===== src/rtl/prng_pkg.sv =====
`default_nettype none
// +----------------------------------------------------------------------------+
// | Package  : prng_pkg                                                        |
// | Purpose  : Shared PRNG definitions: LFSR width, tap mask, default seed,    |
// |            arbiter state type and the single LFSR next-state function      |
// |            used by every PRNG consumer so all agree on one polynomial.     |
// | Revision : 1.0 - initial release                                           |
// +----------------------------------------------------------------------------+
package prng_pkg;

  localparam int LFSR_W = 16;

  // Feedback taps at bits 15, 12, 5 and 0.
  localparam logic [LFSR_W-1:0] LFSR_TAPS    = 16'h9021;
  localparam logic [LFSR_W-1:0] DEFAULT_SEED = 16'h0F0F;

  typedef enum logic {
    ST_WARMUP,
    ST_READY
  } prng_arb_state_t;

  // Fibonacci step: shift left, feedback is the XOR of the tapped bits.
  function automatic logic [LFSR_W-1:0] lfsr_next(input logic [LFSR_W-1:0] s);
    return {s[LFSR_W-2:0], ^(s & LFSR_TAPS)};
  endfunction

endpackage
`default_nettype wire


===== src/rtl/prng_lfsr_step.sv =====
`default_nettype none
// +----------------------------------------------------------------------------+
// | Module   : prng_lfsr_step                                                  |
// | Purpose  : Registered 16-bit LFSR with step enable and parallel load.      |
// |            An all-zero load is replaced by SEED to avoid lock-up.          |
// | Ports    : clk, rst (async, active-high)                                   |
// |            en       - advance one step                                     |
// |            load     - load load_val (priority over en)                     |
// |            load_val - value to load                                        |
// |            value    - current LFSR state                                   |
// | Revision : 1.0 - initial release                                           |
// +----------------------------------------------------------------------------+
module prng_lfsr_step
  import prng_pkg::*;
#(
  parameter logic [LFSR_W-1:0] SEED = DEFAULT_SEED
) (
  input  logic              clk,
  input  logic              rst,
  input  logic              en,
  input  logic              load,
  input  logic [LFSR_W-1:0] load_val,
  output logic [LFSR_W-1:0] value
);

  always_ff @(posedge clk or posedge rst) begin
    if (rst) begin
      value <= SEED;
    end else if (load) begin
      value <= (load_val == '0) ? SEED : load_val;
    end else if (en) begin
      value <= lfsr_next(value);
    end
  end

endmodule
`default_nettype wire


===== src/rtl/prng_dispatch_arbiter.sv =====
`default_nettype none
// +----------------------------------------------------------------------------+
// | Module   : prng_dispatch_arbiter                                           |
// | Purpose  : Shares one 16-bit LFSR among N_REQ requesters with round-robin  |
// |            one-cycle grants; the LFSR advances once per grant so every     |
// |            requester receives a distinct draw. Supports runtime reseed     |
// |            and a warm-up run of WARMUP steps after reset/reseed.           |
// | Ports    : clk, rst (async, active-high)                                   |
// |            req[N_REQ]  - level requests                                    |
// |            seed_load   - pulse: load seed_val                              |
// |            seed_val    - new seed (0 maps to SEED)                         |
// |            gnt[N_REQ]  - registered one-hot grant pulse                    |
// |            rnd_valid   - |gnt                                              |
// |            rnd_data    - random word for the granted requester             |
// |            rnd_id      - index of the granted requester                    |
// |            busy        - high during warm-up                               |
// | Revision : 1.0 - initial release                                           |
// +----------------------------------------------------------------------------+
module prng_dispatch_arbiter
  import prng_pkg::*;
#(
  parameter int                N_REQ  = 4,
  parameter logic [LFSR_W-1:0] SEED   = DEFAULT_SEED,
  parameter int                WARMUP = 4
) (
  input  logic                     clk,
  input  logic                     rst,
  input  logic [N_REQ-1:0]         req,
  input  logic                     seed_load,
  input  logic [LFSR_W-1:0]        seed_val,
  output logic [N_REQ-1:0]         gnt,
  output logic                     rnd_valid,
  output logic [LFSR_W-1:0]        rnd_data,
  output logic [$clog2(N_REQ)-1:0] rnd_id,
  output logic                     busy
);

  localparam int              IDX_W     = $clog2(N_REQ);
  localparam int unsigned     C_NREQ_U  = N_REQ;
  localparam logic [7:0]      C_WARMUP  = 8'(WARMUP);
  localparam prng_arb_state_t C_START   = (WARMUP == 0) ? ST_READY : ST_WARMUP;
  localparam logic [N_REQ-1:0] C_ONE    = {{(N_REQ-1){1'b0}}, 1'b1};

  prng_arb_state_t   r_state;
  prng_arb_state_t   w_state_nxt;
  logic [7:0]        r_cnt;
  logic [7:0]        w_cnt_nxt;
  logic [IDX_W-1:0]  r_rr_ptr;
  logic [IDX_W-1:0]  w_win;
  logic              w_found;
  logic              w_grant;
  logic              w_lfsr_en;
  logic [N_REQ-1:0]  w_elig;
  logic [LFSR_W-1:0] w_lfsr;

  // (base + off) mod N_REQ for off < N_REQ; works for non-power-of-two N_REQ.
  function automatic logic [IDX_W-1:0] wrap_add(input logic [IDX_W-1:0] base,
                                                input int unsigned     off);
    int unsigned s;
    s = 32'(base) + off;
    if (s >= C_NREQ_U) s = s - C_NREQ_U;
    return s[IDX_W-1:0];
  endfunction

  prng_lfsr_step #(
    .SEED (SEED)
  ) u_lfsr (
    .clk      (clk),
    .rst      (rst),
    .en       (w_lfsr_en),
    .load     (seed_load),
    .load_val (seed_val),
    .value    (w_lfsr)
  );

  // Round-robin search from r_rr_ptr. The requester granted this cycle is
  // masked so a requester that drops req after its grant is not served twice.
  always_comb begin
    w_elig  = req & ~gnt;
    w_found = 1'b0;
    w_win   = '0;
    for (int unsigned i = 0; i < C_NREQ_U; i++) begin
      if (!w_found && w_elig[wrap_add(r_rr_ptr, i)]) begin
        w_found = 1'b1;
        w_win   = wrap_add(r_rr_ptr, i);
      end
    end
  end

  // FSM state register.
  always_ff @(posedge clk or posedge rst) begin
    if (rst) begin
      r_state <= C_START;
      r_cnt   <= C_WARMUP;
    end else begin
      r_state <= w_state_nxt;
      r_cnt   <= w_cnt_nxt;
    end
  end

  // FSM next state. A reseed overrides everything and restarts warm-up.
  always_comb begin
    w_state_nxt = r_state;
    w_cnt_nxt   = r_cnt;
    w_lfsr_en   = 1'b0;
    w_grant     = 1'b0;
    if (seed_load) begin
      w_state_nxt = C_START;
      w_cnt_nxt   = C_WARMUP;
    end else begin
      case (r_state)
        ST_WARMUP: begin
          w_lfsr_en = 1'b1;
          w_cnt_nxt = r_cnt - 8'd1;
          if (r_cnt <= 8'd1) w_state_nxt = ST_READY;
        end
        ST_READY: begin
          w_grant   = w_found;
          w_lfsr_en = w_found;
        end
        default: w_state_nxt = C_START;
      endcase
    end
  end

  // Grant/output registers. rnd_data captures the pre-step LFSR value.
  always_ff @(posedge clk or posedge rst) begin
    if (rst) begin
      gnt      <= '0;
      rnd_data <= '0;
      rnd_id   <= '0;
      r_rr_ptr <= '0;
    end else if (w_grant) begin
      gnt      <= C_ONE << w_win;
      rnd_data <= w_lfsr;
      rnd_id   <= w_win;
      r_rr_ptr <= wrap_add(w_win, 1);
    end else begin
      gnt      <= '0;
    end
  end

  assign rnd_valid = |gnt;
  assign busy      = (r_state == ST_WARMUP);

endmodule
`default_nettype wire


===== config.mk =====
export PLATFORM = sky130hd
export DESIGN_NAME = prng_dispatch_arbiter
export DESIGN_NICKNAME = d
export VERILOG_FILES = /design/src/rtl/prng_pkg.sv /design/src/rtl/prng_lfsr_step.sv /design/src/rtl/prng_dispatch_arbiter.sv
export SDC_FILE = /design/constraint.sdc
export NUM_CORES = 1
export LEC_CHECK = 0
export ABC_AREA = 0
export CAP_MARGIN = 10
export CORE_UTILIZATION = 51
export DETAILED_ROUTE_END_ITERATION = 10
export PLACE_DENSITY = 0.79
export SLEW_MARGIN = 30
export SYNTH_ARGS = -nofsm -noshare
export SYNTH_HDL_FRONTEND = slang
export SYNTH_HIERARCHICAL = 1
export SYNTH_SLANG_ARGS = --single-unit

===== constraint.sdc =====
create_clock -name clk -period 3.05 [get_ports clk]
set_clock_uncertainty 0.15 [all_clocks]
set_input_delay 0.7625 -clock clk [delete_from_list [all_inputs] [get_ports clk]]
set_output_delay 0.7625 -clock clk [all_outputs]
set_load 0.005 [all_outputs]

==> results of run 1 <==
-- stage by stage --
stage               hold slack [ps]  utilization (%)  power (W)  setup WS, ps
detailed placement              326             65.7    0.00193           209
global placement                322             65.7    0.00190           254
finish                          340             67.7    0.00230           470
global route                    367             67.7    0.00247           395
floorplan                       330                -    0.00153           602
CTS                             344             67.7    0.00232           456
-- cells in the mapped netlist (2+ instances only) --
cell type / n
nor4_1: 2
o22a_2: 6
or4_1: 2
xnor2_1: 2
mux2_2: 12
nand3_1: 2
and2_1: 4
or4_4: 3
dfrtp_1: 40
xor2_1: 3
o21ai_0: 13
mux2i_1: 9
clkbuf_1: 4
mux2_1: 12
a21oi_1: 3
ha_1: 6
dfstp_2: 9
nand2_1: 10
inv_1: 10
nor2b_1: 4
buf_6: 3
nand2b_1: 4
nor2_1: 12
-- cells by family after synthesis --
| family | count (synthesis) | synth area share [%] |
|---|---|---|
| AOI/OAI and AO/OA | 33 | 11.2 |
| xor gates and xnor gates | 6 | 2.77 |
| adders and majority gates | 6 | 3.14 |
| buffers and inverters | 18 | 3.82 |
| DFF | 49 | 51.8 |
| muxes | 33 | 15.1 |
| and+or+nand+nor | 51 | 12.2 |
-- flip-flops by register name, summed over array words and instances (netlist names) --
signal        cells
r_cnt             8
gnt               4
rnd_data         16
r_state           1
u_lfsr/value     16
rnd_id            2
r_rr_ptr          2
-- layout make-up --
cell class                      count  area (sq um)  area share, %
Multi-Input combinational cell    129          1060           35.3
Tap cell                           52          65.1           2.16
Inverter                           10          37.5           1.25
Timing Repair Buffer               50           515           17.1
Sequential cell                    49          1240           41.1
Clock buffer                        8          90.1           3.00
-- per-layer routing --
| metal | vias to the layer above | routed length, um | global-route usage (%) |
|---|---|---|---|
| li1 | 786 | - | - |
| met1 | 765 | 2120 | 27.2 |
| met2 | 42 | 2020 | 30.7 |
| met3 | 6 | 181 | 4.76 |
| met4 | 0 | 55 | 6.12 |
| met5 | - | 0 | 0 |
-- where the power goes --
group | total [W] | switching [W] | internal (W)
combinational | 0.000871 | 0.000334 | 0.000537
clock | 0.000384 | 0.000199 | 0.000185
sequential | 0.00104 | 0.000166 | 0.000874
total | 0.00230 | 0.000700 | 0.00160
-- path summary, 6_finish.rpt --
kind	from	to	slack, ps	cells past startpoint
max in group asynchronous	rst	u_lfsr/value[15]$_DFFE_PP0P_	1640	2
setup / recovery	gnt[1]$_DFF_PP0_	rnd_valid	470	2
setup reg to reg	gnt[0]$_DFF_PP0_	r_rr_ptr[1]$_DFFE_PP0P_	990	6
min in group asynchronous	rst	u_lfsr/value[7]$_DFFE_PP0P_	710	2
hold reg to reg	rnd_data[6]$_DFFE_PP0P_	rnd_data[6]$_DFFE_PP0P_	340	1
hold / removal	rnd_data[6]$_DFFE_PP0P_	rnd_data[6]$_DFFE_PP0P_	340	1
==> impl_metrics.yaml, run 1 <==
outcome:
  status: "finished, violations left"
  violations: "design-rule violations"
clocking:
  postCtsHoldBufs: 0
  cts_tree: "built"
  post_cts_buffers: 0
  cts.repair.resized: 0
  clk_latency_ps: 300
  clkTransAtPathRegs_ps: 80
  cts_root_buf: "clkbuf_8"
  ctsHtreeMaxLevel: 2
  cts.path.max_buffers: 2
  cts_sinks: 49
  cts_buffers: 5
worst_setup_path:
  critical_path_required_ps: 2140
  crit_buf_inv: 1
  cp-start-kind: "register"
  critPathMaxFanout: 4
  slowest_stage: "or4_1"
  crit_path_max_incr_delay_ps: 510
  critPathCaptureType: "primary output"
  worstPathArrival_ps: 1670
  critical-path-top-delay-family: "simple AND/OR/NAND/NOR gates"
  timing_worst_setup_path_type: "reg -> out"
  cp_cell_sequence: "or4_1, clkdlybuf4s50_1"
logic_synthesis:
  synth_cell_type_count: 44
  yosys_warnings: 6
  synth_edf_count: 0
  synthArstFlopShare_pct: 100
  yosys-top-cells-area: "dfrtp_1 42%, dfstp_2 9.9%, mux2_1 5.7%, mux2_2 5.7%, mux2i_1 3.8%"
  ys_ff_latch: 49
  syn_area_sq_mm: 0.00239
  syn_area_per_cell_sq_um: 12.2
  syn-num-nets: 225
  synth_ff_type: "dfrtp_1"
  yosysSeqAreaShare_pct: 51.8
  syn_inst: 196
  yosys.area.top_type_share_pct: 41.9
  synth_top_area_cell: "dfrtp_1"
placed_design:
  place_inst: 290
  hpwl_um: 3150
  dpl_cell_area_sq_mm: 0.00292
  gp_congestion: 0.728
  numPortBuffers: 46
pwr:
  power.leakage_nw: 1.31
  peakVddDrop_uv: 431
  cellPowerDensity_mw_per_mm2: 763
timing:
  rsz0062_at_grt: "no"
  tns_ps: 0
  max_slew_margin_pct: 59.1
  hold_violations: 0
  period_share_pct: 84.6
  setup_viol: 0
  min_period_ps: 2580
  fmax_ghz: 0.388
  slew_viol_final: 0
  tightest_slew_ps: 612
layout:
  final_common_cell: "clkdlybuf4s50_1"
  mostFrequentLayoutCells: "46 x clkdlybuf4s50_1, 40 x dfrtp_1, 13 x o21ai_0"
  layout.cells.non_filler: 298
  drive_gt1_share_pct: 18.7
  final_nets: 274
  stdcell_area_sq_mm: 0.00301
  fillers: 355
  antenna_cells: 0
  area_growth_pct: 25.8
drt:
  wl_per_cell_um: 14.7
  viasPerCell: 5.37
  vias: 1599
  drtIter0Drc: 83
  drcViolationCount: 6
  firstDrtPassIters: 7
  ant_nets: 0
  routed_wl_um: 4370
floorplanning:
  dieWidth_um: 70.5
  ios: 47
  core_sq_mm: 0.00444
  dieArea_sq_mm: 0.00497
  die_y_um: 70.5
  rows: 24
  start_util_pct: 53.8
min_path:
  hp-class: "reg -> reg"
global_route:
  grt_start_max_net_pins: 35
  grt_overflow: 0
  antenna_found_initial: 0
  grt_pass1_vias: 1655
  grt_pass1_wl_um: 7550
  grt_usage_pct: 19.7
run:
  cap_violations: 0
Note: power is estimated with default switching activity, not from simulation.
==> inputs of run 2 (changes only) <==
==> constraint.sdc (replaced) <==
create_clock -name clk -period 2.5 [get_ports clk]
set_clock_uncertainty 0.15 [all_clocks]
set_input_delay 0.625 -clock clk [delete_from_list [all_inputs] [get_ports clk]]
set_output_delay 0.625 -clock clk [all_outputs]
set_load 0.005 [all_outputs]
==> run 2 against run 1 <==
The run still ends with design-rule violations left. Sequential share of layout area decreased by 1.8 points. Sequential power increased by 22%. Combinational power increased by 30%. Routed wire length increased by 6.7%. Register-to-register slack got worse by 450 ps. Via count increased by 6.9%. Largest power group unchanged. Die area unchanged. Largest cell class unchanged. First-iteration DRC count decreased by 4.8%.
==> impl_metrics.yaml, run 2 (synthesis gave the netlist of run 1 again) <==
outcome:
  status: "finished, violations left"
  violations: "design-rule violations"
clocking:
  cts.repair.resized: 0
  clk_latency_ps: 300
  cts_tree: "built"
  cts.path.max_buffers: 2
  ctsHtreeMaxLevel: 2
  cts_buffers: 5
  cts_sinks: 49
  post_cts_buffers: 0
  clkTransAtPathRegs_ps: 80
  postCtsHoldBufs: 0
  cts_root_buf: "clkbuf_8"
floorplanning:
  dieArea_sq_mm: 0.00497
  start_util_pct: 53.8
  ios: 47
  core_sq_mm: 0.00444
  dieWidth_um: 70.5
  die_y_um: 70.5
  rows: 24
drt:
  dr.max_layer_used: "met4"
  wl_met2_um: 2250
  dr_wl_met3_um: 270
  drtIter0Drc: 79
  met1_length_um: 2080
  firstDrtPassIters: 7
  drcViolationCount: 6
  viasPerCell: 5.37
  wl_per_cell_um: 14.7
  vias: 1709
  ant_nets: 0
  routed_wl_um: 4670
worst_setup_path:
  crit_buf_inv: 1
  cp_cell_sequence: "or4_1, clkdlybuf4s50_1"
  endpoint: "rnd_valid"
  reg2reg_to: "u_lfsr/value[11]$_DFFE_PP1P_"
  timing_worst_setup_path_type: "reg -> out"
  critPathMaxFanout: 3
  crit_path_max_incr_delay_ps: 510
  slowest_stage: "or4_1"
  worstPathArrival_ps: 1650
  critical-path-top-delay-family: "simple AND/OR/NAND/NOR gates"
  worstRegToRegCells: 8
  critPathCaptureType: "primary output"
  path_depth: 2
  reg2reg_slack_ps: 540
  cp-start-kind: "register"
  crit_start: "gnt[1]$_DFF_PP0_"
  critical_path_required_ps: 1730
  crit-reg2reg-launch: "gnt[1]$_DFF_PP0_"
timing:
  fmax_ghz: 0.413
  hold_violations: 0
  setup_viol: 0
  rsz0062_at_grt: "no"
  period_share_pct: 96.8
  slew_viol_final: 0
  min_period_ps: 2420
  tightest_slew_ps: 630
  max_slew_margin_pct: 57.9
  setup_ws_ps: 79.2
global_route:
  grt_pass1_wl_um: 8310
  antenna_found_initial: 0
  grt_overflow: 0
  grt_start_max_net_pins: 35
  grt_pass1_vias: 1782
  grt_usage_pct: 21.6
layout:
  largest_registers: "rnd_data: 16 flops, u_lfsr/value: 16 flops, r_cnt: 8 flops"
  fillers: 342
  multi_input_area_sq_mm: 0.00106
  antenna_cells: 0
  seqCellArea_sq_mm: 0.00124
  drive_gt1_share_pct: 25.2
  final_common_cell: "clkdlybuf4s50_1"
  mostFrequentLayoutCells: "46 x clkdlybuf4s50_1, 40 x dfrtp_1, 23 x buf_4"
  area_growth_pct: 31.7
  final_nets: 294
pwr:
  finalPower_w: 0.00288
  peakVddDrop_uv: 566
  power.leakage_nw: 1.40
  cellPowerDensity_mw_per_mm2: 915
placed_design:
  numPortBuffers: 46
  post-place-ws_ps: -34.7
  gp_congestion: 0.761
  hpwl_um: 3410
run:
  cap_violations: 0
min_path:
  hp-class: "reg -> reg"
-- run 2: power breakdown --
group | total (W) | internal [W] | switching [W]
logic | 0.00113 | 0.000703 | 0.000428
clock network | 0.000477 | 0.000225 | 0.000252
registers | 0.00127 | 0.00107 | 0.000207
total | 0.00288 | 0.00199 | 0.000886
-- run 2: area by class of cell --
type | count | area share (%)
clock inverters | 1 | 0.238
clock buffers | 7 | 2.74
flip-flops and latches | 49 | 39.3
well taps | 52 | 2.07
inverters | 10 | 1.19
multi-input cells | 129 | 33.7
repair buffers | 70 | 20.7
-- run 2: per-stage QoR --
step           TNS (ps)  utilization [%]  instance area (sq um)  instances  hold slack [ps]
4_1_cts               0             70.7                   3140        317              352
2_1_floorplan         0                -                   2390        196              330
6_report              0             70.9                   3150        318              342
3_5_place_dp       -121             68.6                   3050        309              329
5_1_grt               0             70.9                   3150        318              364
3_3_place_gp      -29.5             68.6                   3050        309              322
-- run 2: how the worst min path moves through the flow --
stage                                          to  depth (start not counted)  slack [ps]                        start
after floorplan           rnd_data[7]$_DFFE_PP0P_                          1         330  u_lfsr/value[7]$_DFFE_PP0P_
after global placement    rnd_data[6]$_DFFE_PP0P_                          1         320      rnd_data[6]$_DFFE_PP0P_
after detailed placement  rnd_data[3]$_DFFE_PP0P_                          1         330      rnd_data[3]$_DFFE_PP0P_
after CTS                 rnd_data[2]$_DFFE_PP0P_                          1         350      rnd_data[2]$_DFFE_PP0P_
after global routing      rnd_data[3]$_DFFE_PP0P_                          1         360      rnd_data[3]$_DFFE_PP0P_
final                     rnd_data[3]$_DFFE_PP0P_                          1         340      rnd_data[3]$_DFFE_PP0P_
-- run 2: layer usage --
layer  global-route usage [%]  vias up
li1                         -      827
met1                     27.9      814
met2                     36.1       58
met3                     4.91       10
met4                     6.58        0
met5                        0        -
-- run 2: worst reg2reg max path, delay by kind of cell, from the launching register on --
family / cells / cell delay (ps)
mux: 1 / 350
simple gates: 4 / 450
flops: 1 / 400
buf+inv: 2 / 340
compound gates: 1 / 200
==> inputs of run 3 (changes only) <==
--- a/config.mk
+++ b/config.mk
@@ -7,9 +7,11 @@
 export LEC_CHECK = 0
 export ABC_AREA = 0
 export CAP_MARGIN = 10
-export CORE_UTILIZATION = 51
+export CORE_UTILIZATION = 55
 export DETAILED_ROUTE_END_ITERATION = 10
-export PLACE_DENSITY = 0.79
+export GPL_ROUTABILITY_DRIVEN = 0
+export HOLD_SLACK_MARGIN = 0.1
+export PLACE_DENSITY = 0.84
 export SLEW_MARGIN = 30
 export SYNTH_ARGS = -nofsm -noshare
 export SYNTH_HDL_FRONTEND = slang
==> constraint.sdc (replaced) <==
create_clock -name clk -period 2.8 [get_ports clk]
set_clock_uncertainty 0.15 [all_clocks]
set_input_delay 0.7 -clock clk [delete_from_list [all_inputs] [get_ports clk]]
set_output_delay 0.7 -clock clk [all_outputs]
set_load 0.005 [all_outputs]
==> run 3 against run 2 <==
The run now ends clean. Via count is 4.1% lower. Die area down 7.1%. Core utilization up 2.8 points. Total power decreased by 14%. Global-route usage is 0.63 points lower. Critical path depth did not move. Hold slack improved by 0.77 ps. Combinational power decreased by 14%. Sequential power shrank 11%. Count of clock-buffer cells in the layout did not move. Sequential share of layout area is 1.8 points higher. First-iteration DRC count decreased by 58%. Largest cell class unchanged. Largest power group unchanged. Highest routed layer unchanged.
==> impl_metrics.yaml, run 3 (synthesis gave the netlist of run 1 again) <==
clocking:
  cts.repair.resized: 0
  cts_root_buf: "clkbuf_8"
  cts_tree: "built"
  ctsHtreeMaxLevel: 2
  cts.path.max_buffers: 2
  postCtsHoldBufs: 0
  cts_sinks: 49
  clkTransAtPathRegs_ps: 80
  cts_buffers: 5
  clk_latency_ps: 290
  post_cts_buffers: 0
floorplanning:
  ios: 47
  dieWidth_um: 67.9
  core_sq_mm: 0.00409
  dieArea_sq_mm: 0.00462
  die_y_um: 67.9
  rows: 23
  start_util_pct: 58.5
worst_setup_path:
  worstRegToRegCells: 7
  critPathMaxFanout: 4
  timing_worst_setup_path_type: "reg -> out"
  critPathCaptureType: "primary output"
  reg2reg_slack_ps: 770
  critical_path_required_ps: 1950
  crit_start: "gnt[1]$_DFF_PP0_"
  crit-reg2reg-launch: "gnt[0]$_DFF_PP0_"
  endpoint: "rnd_valid"
  reg2reg_to: "u_lfsr/value[10]$_DFFE_PP1P_"
  worstPathArrival_ps: 1680
  cp-start-kind: "register"
drt:
  wl_per_cell_um: 14.6
  routed_wl_um: 4360
  vias: 1639
  ant_nets: 0
  drtIter0Drc: 33
  firstDrtPassIters: 4
  viasPerCell: 5.50
  drcViolationCount: 0
layout:
  fillers: 293
  mostFrequentLayoutCells: "46 x clkdlybuf4s50_1, 40 x dfrtp_1, 13 x o21ai_0"
  final_nets: 276
  drive_gt1_share_pct: 19.4
  stdcell_area_sq_mm: 0.00301
  final_common_cell: "clkdlybuf4s50_1"
  largest_registers: "rnd_data: 16 flops, u_lfsr/value: 16 flops, r_cnt: 8 flops"
  area_growth_pct: 26.0
  antenna_cells: 0
global_route:
  grt_pass1_vias: 1554
  grt_start_max_net_pins: 35
  grt_overflow: 0
  grt_pass1_wl_um: 7020
  antenna_found_initial: 0
  grt_usage_pct: 20.9
placed_design:
  dpl_cell_area_sq_mm: 0.00293
  numPortBuffers: 46
  hpwl_um: 3170
pwr:
  finalPower_w: 0.00249
  peakVddDrop_uv: 665
  cellPowerDensity_mw_per_mm2: 826
  power.leakage_nw: 1.31
outcome:
  status: "finished clean"
timing:
  min_period_ps: 2530
  tightest_slew_ps: 577
  slew_viol_final: 0
  hold_violations: 0
  max_slew_margin_pct: 61.2
  tns_ps: 0
  setup_viol: 0
  fmax_ghz: 0.396
  period_share_pct: 90.2
  rsz0062_at_grt: "no"
min_path:
  hp-class: "reg -> reg"
  min_delay_path_depth: 1
run:
  cap_violations: 0
run 3: cell count changes in the layout (fill, tap and decap cells not counted), sizes merged:
| cell | change |
|---|---|
| buf | -18 |
| clkinv | +1 |
| clkinvlp | -1 |
run 3: worst min path at each step:
stage | start | to | slack [ps]
floorplan | u_lfsr/value[7]$_DFFE_PP0P_ | rnd_data[7]$_DFFE_PP0P_ | 330
global placement | rnd_data[5]$_DFFE_PP0P_ | rnd_data[5]$_DFFE_PP0P_ | 320
detailed placement | rnd_data[2]$_DFFE_PP0P_ | rnd_data[2]$_DFFE_PP0P_ | 330
CTS | rnd_data[1]$_DFFE_PP0P_ | rnd_data[1]$_DFFE_PP0P_ | 350
global route | rnd_data[5]$_DFFE_PP0P_ | rnd_data[5]$_DFFE_PP0P_ | 360
finish | rnd_data[5]$_DFFE_PP0P_ | rnd_data[5]$_DFFE_PP0P_ | 340
run 3: per-stage QoR:
| stage | instances | setup WS [ps] | hold WS, ps | utilization (%) |
|---|---|---|---|---|
| floorplan | 196 | 415 | 330 | - |
| global placement | 290 | 89.1 | 316 | 71.7 |
| detailed placement | 290 | 38.5 | 327 | 71.7 |
| CTS | 298 | 262 | 349 | 73.7 |
| global route | 298 | 183 | 362 | 73.7 |
| finish | 298 | 275 | 343 | 73.7 |
run 3: critical path, cell delays in order (launching register included):
cell and delay, ps:
dfrtp_1 410, or4_1 520, clkdlybuf4s50_1 450
run 3: area by class of cell:
cell class                 instances  area [sq um]  area share [%]
timing repair buffer              52           531            17.6
multi-input combinational        129          1060            35.3
clock buffer                       7          76.3            2.53
tap                               50          62.6            2.08
inverter                          10          37.5            1.25
clock inverter                     1          5.00           0.166
sequential                        49          1240            41.1
run 3: report_power, final:
group,internal (W),leakage [nW],switching (W)
clock,0.000176,0.0422,0.000217
sequential,0.000952,0.596,0.000176
combinational,0.000597,0.675,0.000370
total,0.00173,1.31,0.000763
run 3: metal layers:
| layer | vias to the layer above | share of wire, % | global-route usage, % |
|---|---|---|---|
| met5 | - | 0 | 0 |
| met4 | 0 | 0.94 | 5.47 |
| met3 | 4 | 3.4 | 5.00 |
| met2 | 33 | 47 | 35.0 |
| met1 | 802 | 48 | 27.1 |
| li1 | 800 | - | - |
==> edit: new RTL, config.mk and constraints of run 2 <==
`LFSR_W`: 16 -> 32.
--- a/src/rtl/prng_pkg.sv
+++ b/src/rtl/prng_pkg.sv
@@ -8,7 +8,7 @@
 // +----------------------------------------------------------------------------+
 package prng_pkg;
 
-  localparam int LFSR_W = 16;
+  localparam int LFSR_W = 32;
 
   // Feedback taps at bits 15, 12, 5 and 0.
   localparam logic [LFSR_W-1:0] LFSR_TAPS    = 16'h9021;
Ports: changed (resized rnd_data and seed_val); port bits go from 47 to 79. The function was not compared with the original's and may differ.
==> edit against run 2 <==
- count of clock-buffer cells in the layout rose by 4
- final area is 59% higher
- first-iteration DRC count up 120%
- synthesized cell count up 63%
- worst setup slack better by 0.035 ns
- sequential cell count is 32 higher
- power is 68% higher
- area after synthesis increased by 61%
- routed wire length rose by 73%
- largest power group unchanged
==> edit: results (changes against run 2) <==
grt_pass1_vias: 2796  # was 1782
grt_pass1_wl_mm: 13.3  # was 8.31 mm
ir_worst_vdd_uv: 626  # was 566 uV
power_leakage_uw: 0.00225  # was 0.00140 uW
r2r_cells: 6  # was 8
nets: 451  # was 294
grt_max_degree: 42  # was 35
drt_pass1_iterations: 4  # was 7
track_usage_pct: 22.5  # was 21.6%
drt_iter0_drc: 174  # was 79
synth_fp_nets: 365  # was 225
ys_seq_area_share_pct: 52.9  # was 51.8%
switching_share_pct: 28.8  # was 30.8%
synthTopCellsByArea: "dfrtp_1, mux2_4, mux2i_1"  # was dfrtp_1, dfstp_2, mux2_1
clk_latency_ns: 0.35  # was 0.30 ns
tightestPinTransition_ns: 0.593  # was 0.630 ns
worstPathMaxFanout: 5  # was 3
dp_slack_ns: -0.348  # was -0.0347 ns
placed_area_um2: 4800  # was 3050 um2
cp_slowest_cell: "clkdlybuf4s50_1"  # was or4_1
fin_cells: 510  # was 318
reg2reg_from: "gnt[0]"  # was gnt[1]
dp_cells: 494  # was 309
place_congestion: 0.856  # was 0.761
final-seq-area_um2: 2040  # was 1240 um2
numCtsBuffers: 9  # was 5
synth_commonest_cells: "dfrtp_1, mux2_4, nand2_1, mux2i_1, o21ai_0"  # was dfrtp_1, o21ai_0, mux2_1, mux2_2, nor2_1
ys_types: 40  # was 44
vias: 2723  # was 1709
hpwl_mm: 5.72  # was 3.41 mm
final_layout_size_suffix_gt1_share_pct: 19.0  # was 25.2%
fillCellCount: 564  # was 342
critPathMaxStageDelay_ns: 0.46  # was 0.51 ns
portBuffers: 78  # was 46
holdPathEnd: "rnd_data[28]"  # was rnd_data[3]
cpLargestDelayFamily: "buffers and inverters"  # was simple AND/OR/NAND/NOR gates
htreeDepth: 3  # was 2
crit_path_start: "req[0]"  # was gnt[1]
arrival_ns: 2.47  # was 1.65 ns
reg.largest.list: "rnd_data (32), u_lfsr/value (32), r_cnt (8)"  # was rnd_data (16), u_lfsr/value (16), r_cnt (8)
min_from: "rnd_data[28]"  # was rnd_data[3]
wirelength_mm: 8.07  # was 4.67 mm
fin_hold_ws_ns: 0.363  # was 0.342 ns
reg2reg_slack_ns: 0.48  # was 0.54 ns
rr_endpoint: "r_rr_ptr[1]"  # was u_lfsr/value[11]
yosysWarnings: 6  # unchanged
fin_crit_sh_pct: 95.4  # was 96.8%
status: "finished, final reports clean"  # was complete, but fails checks
-- edit: cell count changes after synthesis, sizes merged, moves of 9 or more --
cell / delta
dfrtp: +32
mux2: +9
mux2i: +17
nand2: +17
nor2b: +9
nor4: +9
o21ai: +13
-- edit: metal layers --
metal,vias up,global-route usage [%],part of all wire [%]
li1,1290,-,-
met1,1342,29.8,46
met2,78,36.5,48
met3,13,4.71,4.0
met4,0,9.24,1.7
met5,-,0,0
-- edit: power groups by stage --
stage	Sequential [uW]	Clock [uW]	Combinational (uW)
floorplan	2010	0	1040
global placement	2070	0	1800
detailed placement	2070	0	1850
CTS	2060	972	1860
global route	2110	1020	2020
finish	2060	946	1850
-- edit: area by class of cell --
class / count / share of cell area, %
inverters: 17 / 1.28
multi-input cells: 204 / 33.1
clock buffers: 11 / 2.83
well taps: 99 / 2.48
flip-flops and latches: 81 / 40.7
repair buffers: 93 / 18.5
clock inverters: 5 / 1.10
-- edit: what timing repair did --
action / CTS / global route
endpoints found under the setup margin: 1 / 10
endpoints found under the hold margin: 0 / 0
gates resized for setup: 1 / 1
-- edit: worst max path at each step --
stage	endpoint	cells after the start
floorplan	u_lfsr/value[3]	7
global placement	r_rr_ptr[1]	6
detailed placement	r_rr_ptr[1]	6
CTS	r_rr_ptr[1]	6
global route	r_rr_ptr[1]	7
finish	r_rr_ptr[1]	7
-- edit: cell families (layout without fill, tap and decap cells) --
| kind of cell | Yosys count | count (layout) | synth area share, % |
|---|---|---|---|
| DFF | 81 | 81 | 52.9 |
| and+or+nand+nor | 78 | 78 | 10.6 |
| muxes | 59 | 59 | 19.6 |
| AOI/OAI and AO/OA | 54 | 54 | 8.35 |
| buffers and inverters | 35 | 126 | 4.58 |
| xor gates and xnor gates | 7 | 7 | 1.98 |
| adders and majority gates | 6 | 6 | 1.95 |
